### config.mk
export PLATFORM = sky130hd
export DESIGN_NAME = apb_timer
export DESIGN_NICKNAME = d
export VERILOG_FILES = /design/src/rtl/apb_timer.sv
export SDC_FILE = /design/constraint.sdc
export NUM_CORES = 1
export LEC_CHECK = 0
export CAP_MARGIN = 0
export CORE_MARGIN = 2
export CORE_UTILIZATION = 40
export CTS_CLUSTER_DIAMETER = 150
export CTS_CLUSTER_SIZE = 25
export DETAILED_ROUTE_END_ITERATION = 16
export RECOVER_POWER = 25
export SYNTH_ARGS = -nofsm -noshare
export SYNTH_HDL_FRONTEND = slang
export SYNTH_SLANG_ARGS = --single-unit
### constraint.sdc
create_clock -name PCLK -period 3.5 [get_ports PCLK]
set_input_delay 0.7 -clock PCLK [delete_from_list [all_inputs] [get_ports PCLK]]
set_output_delay 0.7 -clock PCLK [all_outputs]
set_load 0.05 [all_outputs]
### src/rtl/apb_timer.sv
// 32-bit down-counting APB timer with external tick input, one-shot mode and level interrupt.
// Define APB_TIMER_PSLVERR_EN to add PREADY/PSLVERR and error responses for bad addresses.
module apb_timer #(
  parameter int ADDRWIDTH = 16,
  parameter int DATAWIDTH = 32
) (
  input  logic                 PCLK,
  input  logic                 PRESET,
  input  logic                 PSEL,
  input  logic                 PENABLE,
  input  logic [ADDRWIDTH-1:0] PADDR,
  input  logic                 PWRITE,
  input  logic [DATAWIDTH-1:0] PWDATA,
  output logic [DATAWIDTH-1:0] PRDATA,
  input  logic                 EXTIN,
`ifdef APB_TIMER_PSLVERR_EN
  output logic                 PREADY,
  output logic                 PSLVERR,
`endif
  output logic                 TIMERINT
);

  typedef enum logic [1:0] {
    REG_CTRL    = 2'd0,
    REG_VALUE   = 2'd1,
    REG_RELOAD  = 2'd2,
    REG_INTSTAT = 2'd3
  } reg_sel_e;

  logic [3:0]           ctrl;
  logic [DATAWIDTH-1:0] value;
  logic [DATAWIDTH-1:0] reload;
  logic [DATAWIDTH-1:0] rd_data;
  logic                 irq_pend;
  logic                 ext_sync1;
  logic                 ext_sync2;
  logic                 ext_prev;
  logic                 addr_ok;
  logic                 wr_en;
  logic                 wr_ctrl;
  logic                 wr_value;
  logic                 wr_reload;
  logic                 wr_intstat;
  logic                 rd_setup;
  logic                 ext_tick;
  logic                 tick;
  logic                 fire;
  reg_sel_e             reg_sel;

  assign reg_sel = reg_sel_e'(PADDR[3:2]);

`ifdef APB_TIMER_PSLVERR_EN
  assign addr_ok = (PADDR[ADDRWIDTH-1:4] == '0) && (PADDR[1:0] == 2'b00);
  assign PREADY  = 1'b1;
  assign PSLVERR = PSEL & PENABLE & ~addr_ok;
`else
  logic addr_lsb_unused;
  assign addr_lsb_unused = ^PADDR[1:0];
  assign addr_ok = (PADDR[ADDRWIDTH-1:4] == '0);
`endif

  assign wr_en      = PSEL & PENABLE & PWRITE & addr_ok;
  assign wr_ctrl    = wr_en && (reg_sel == REG_CTRL);
  assign wr_value   = wr_en && (reg_sel == REG_VALUE);
  assign wr_reload  = wr_en && (reg_sel == REG_RELOAD);
  assign wr_intstat = wr_en && (reg_sel == REG_INTSTAT);
  assign rd_setup   = PSEL & ~PENABLE & ~PWRITE;

  // A CTRL write that clears EN takes effect on the same edge, suppressing that tick.
  assign ext_tick = ext_sync2 & ~ext_prev;
  assign tick     = ctrl[0] & (ctrl[2] ? ext_tick : 1'b1) & ~(wr_ctrl & ~PWDATA[0]);
  assign fire     = tick & ~wr_value & (value == DATAWIDTH'(1));

  always_comb begin
    rd_data = '0;
    if (addr_ok) begin
      case (reg_sel)
        REG_CTRL:    rd_data = {{(DATAWIDTH-4){1'b0}}, ctrl};
        REG_VALUE:   rd_data = value;
        REG_RELOAD:  rd_data = reload;
        REG_INTSTAT: rd_data = {{(DATAWIDTH-1){1'b0}}, irq_pend};
        default:     rd_data = '0;
      endcase
    end
  end

  always_ff @(posedge PCLK) begin
    if (PRESET) begin
      ctrl      <= '0;
      value     <= '0;
      reload    <= '0;
      irq_pend  <= 1'b0;
      PRDATA    <= '0;
      ext_sync1 <= 1'b0;
      ext_sync2 <= 1'b0;
      ext_prev  <= 1'b0;
    end else begin
      ext_sync1 <= EXTIN;
      ext_sync2 <= ext_sync1;
      ext_prev  <= ext_sync2;

      // Read data is captured in the setup phase and dropped after the access edge.
      PRDATA <= rd_setup ? rd_data : '0;

      if (wr_ctrl)
        ctrl <= PWDATA[3:0];
      else if (fire && ctrl[3])
        ctrl[0] <= 1'b0;

      if (wr_reload)
        reload <= PWDATA;

      if (wr_value)
        value <= PWDATA;
      else if (tick) begin
        if (value == DATAWIDTH'(1))
          value <= ctrl[3] ? '0 : reload;
        else if (value == '0)
          value <= reload;
        else
          value <= value - DATAWIDTH'(1);
      end

      if (fire)
        irq_pend <= 1'b1;
      else if (wr_intstat && PWDATA[0])
        irq_pend <= 1'b0;
    end
  end

  assign TIMERINT = irq_pend & ctrl[1];

endmodule

==> results.cfg <==
[finish]
fin_cells = 847
area_growth_pct = 26.6
nFillCells = 1170
antenna_cells = 0
layout-drive-gt1-share = 0.0722
fin_nets = 731
finish.instance_area_um2 = 6290

[clock_network]
post_cts_buffers = 0
cts_made_buffers = 9
clock_latency_ns = 0.36
clkTransAtPathRegs_ns = 0.07
hold_buffers = 0
cts.sinks = 104
cts.repair.resized = 0
cts_buffer_depth = 2
cts.htree.levels = 3
root_buffer = clkbuf_16
tritoncts = yes

[drt]
routed_wl_um = 14600
first_pass_iters = 5
ant_nets = 0
drt_iter0_markers = 350
drc = 0
num_vias = 4811
vias_per_cell = 5.68
wl_per_cell_um = 17.2

[timing]
slew_headroom = 0.105
timing.final.hold_violations = 0
fin_crit_ns = 2.91
worstMarginPinSlew_ns = 1.34
finalSetupTns_ns = 0
setup_viol = 0
clock.fmax_mhz = 344
period_share = 0.831
finalMaxSlewViolations = 0
rsz0062_at_grt = no
skew_ns = 0.0106

[logic_synthesis]
synth_edf_count = 0
synthFlopType = dfxtp_1
synth_warnings = 0
synth_area_leaders = dfxtp_1 42%, nand2_1 6.6%, a22oi_1 6.2%, a21oi_1 5.1%, nor2_1 5.0%
synth_cell_types = 58
netlist_instances = 607
synthTopCellsByCount = 104 x dfxtp_1, 87 x nand2_1, 66 x nor2_1
synth_top_area_cell = dfxtp_1
netlist_area_um2 = 4970
yosysTopAreaCellShare = 0.419
ys_seq_area_frac = 0.419
synth_nets = 663
ys_seq_elements = 104
synth_most_common_cell = dfxtp_1
async_reset_ff_frac = 0
avgSynthCellArea_um2 = 8.19

[global_route]
track_usage = 0.225
grt_antenna_before_repair = 0
grt_max_degree = 48
grt_pass1_vias = 4579
grt_first_pass_wirelength_um = 23500
grt_overflow = 0

[setup_path]
r2r_slack_ns = 0.59
crit_type = reg -> reg
cp_cell_sequence = inv_1 > ha_1 > or4b_2 > nor3_1 > xor2_1 > a221oi_1 > a2bb2oi_1 > nor2_1
critPathMaxStageDelay_ns = 0.79
r2r_end = value[10]
cp_top_family = simple AND/OR/NAND/NOR gates
cp-endpoint = value[10]
path_depth = 8
startpoint_type = flop
critPathMaxFanout = 10
cp.arrival_ns = 3.14
required_ns = 3.73
worstReg2RegStart = value[1]
slowest_stage = or4b_2
cp-startpoint = value[1]
reg2reg_depth = 8
path_buf_inv = 1
end_kind = flop

[place]
placed_area_um2 = 6000
place_hpwl_um = 9340
place_inst = 832
gp_congestion = 0.849
port_buffers = 84

[floorplanning]
core_um2 = 12100
rows = 40
start_util = 0.412
dieArea_um2 = 13300
chipHeight_um = 115
io-pin-count = 87
die_w_um = 115

[power]
p_total_mw = 2.33
power_per_cell_area_nw_per_um2 = 370
p_leak_nw = 2.27
ir_worst_vdd_uv = 208

[hold_path]
hp-class = reg -> reg

[job]
drv_cap = 0

[run_status]
status = complete, no violations
[cell families after synthesis]
family	count (synthesis)	synth area share
buffers and inverters	53	0.0438
flip-flops	104	0.419
AND/OR/NAND/NOR	246	0.242
multiplexers	8	0.0186
XOR/XNOR	23	0.0405
adder cells (fa/ha/maj)	2	0.00503
AO/OA/AOI/OAI	171	0.232
[cell usage in the layout (no fill, tap or decap), drive strengths merged, types with 10 or more instances in the layout]
cell and n:
nor3 15, o21ai 22, nor2b 11, clkbuf 14, or3 12, a221oi 12
a22oi 41, nor2 66, buf 23, nor4 17, xor2 17, clkdlybuf4s50 52
a21oi 51, a2bb2oi 10, dfxtp 104, nand2 87, dlygate4sd3 31
[power by group]
group,leakage [nW],switching [mW],total [mW],internal [mW]
Clock,0.146,0.444,1.04,0.592
Sequential,0.838,0.000339,1.18,1.18
Combinational,1.29,0.0521,0.112,0.0600
[cell type report]
type | count | area (um^2) | share of cell area
clock inverter | 2 | 38.8 | 0.00616
multi-input combinational | 450 | 2690 | 0.427
tap | 168 | 210 | 0.0334
inverter | 3 | 11.3 | 0.00179
timing repair buffer | 107 | 1010 | 0.160
sequential | 104 | 2080 | 0.331
clock buffer | 13 | 260 | 0.0413
[worst min path at each step]
stage,startpoint,endpoint,cells past startpoint
3_3_place_gp,ext_sync1,ext_sync2,1
3_5_place_dp,ext_sync1,ext_sync2,1
4_1_cts,ext_sync1,ext_sync2,1
6_report,ext_sync1,ext_sync2,1
2_1_floorplan,ext_sync1,ext_sync2,1
5_1_grt,ext_sync1,ext_sync2,1
[sequential cells by signal (all words and copies together), names as in the netlist]
| signal | count |
|---|---|
| ext_sync2 | 1 |
| reload | 32 |
| PRDATA | 32 |
| ctrl | 4 |
| ext_sync1 | 1 |
| value | 32 |
| ext_prev | 1 |
| irq_pend | 1 |
[per-stage QoR]
step	utilization	hold WS, ns	setup WS, ns
5_1_grt	0.522	0.475	0.336
3_5_place_dp	0.497	0.430	0.341
3_3_place_gp	0.497	0.439	0.389
4_1_cts	0.522	0.452	0.610
6_report	0.522	0.440	0.593
2_1_floorplan	-	0.414	0.745
[layer usage]
metal | vias to the layer above | track usage | part of all wire
met5 | - | 0 | 0
met3 | 21 | 0.0371 | 0.055
met2 | 158 | 0.368 | 0.47
met1 | 2283 | 0.293 | 0.45
met4 | 0 | 0.0980 | 0.020
li1 | 2349 | - | -
(Power assumes the default switching activity.)
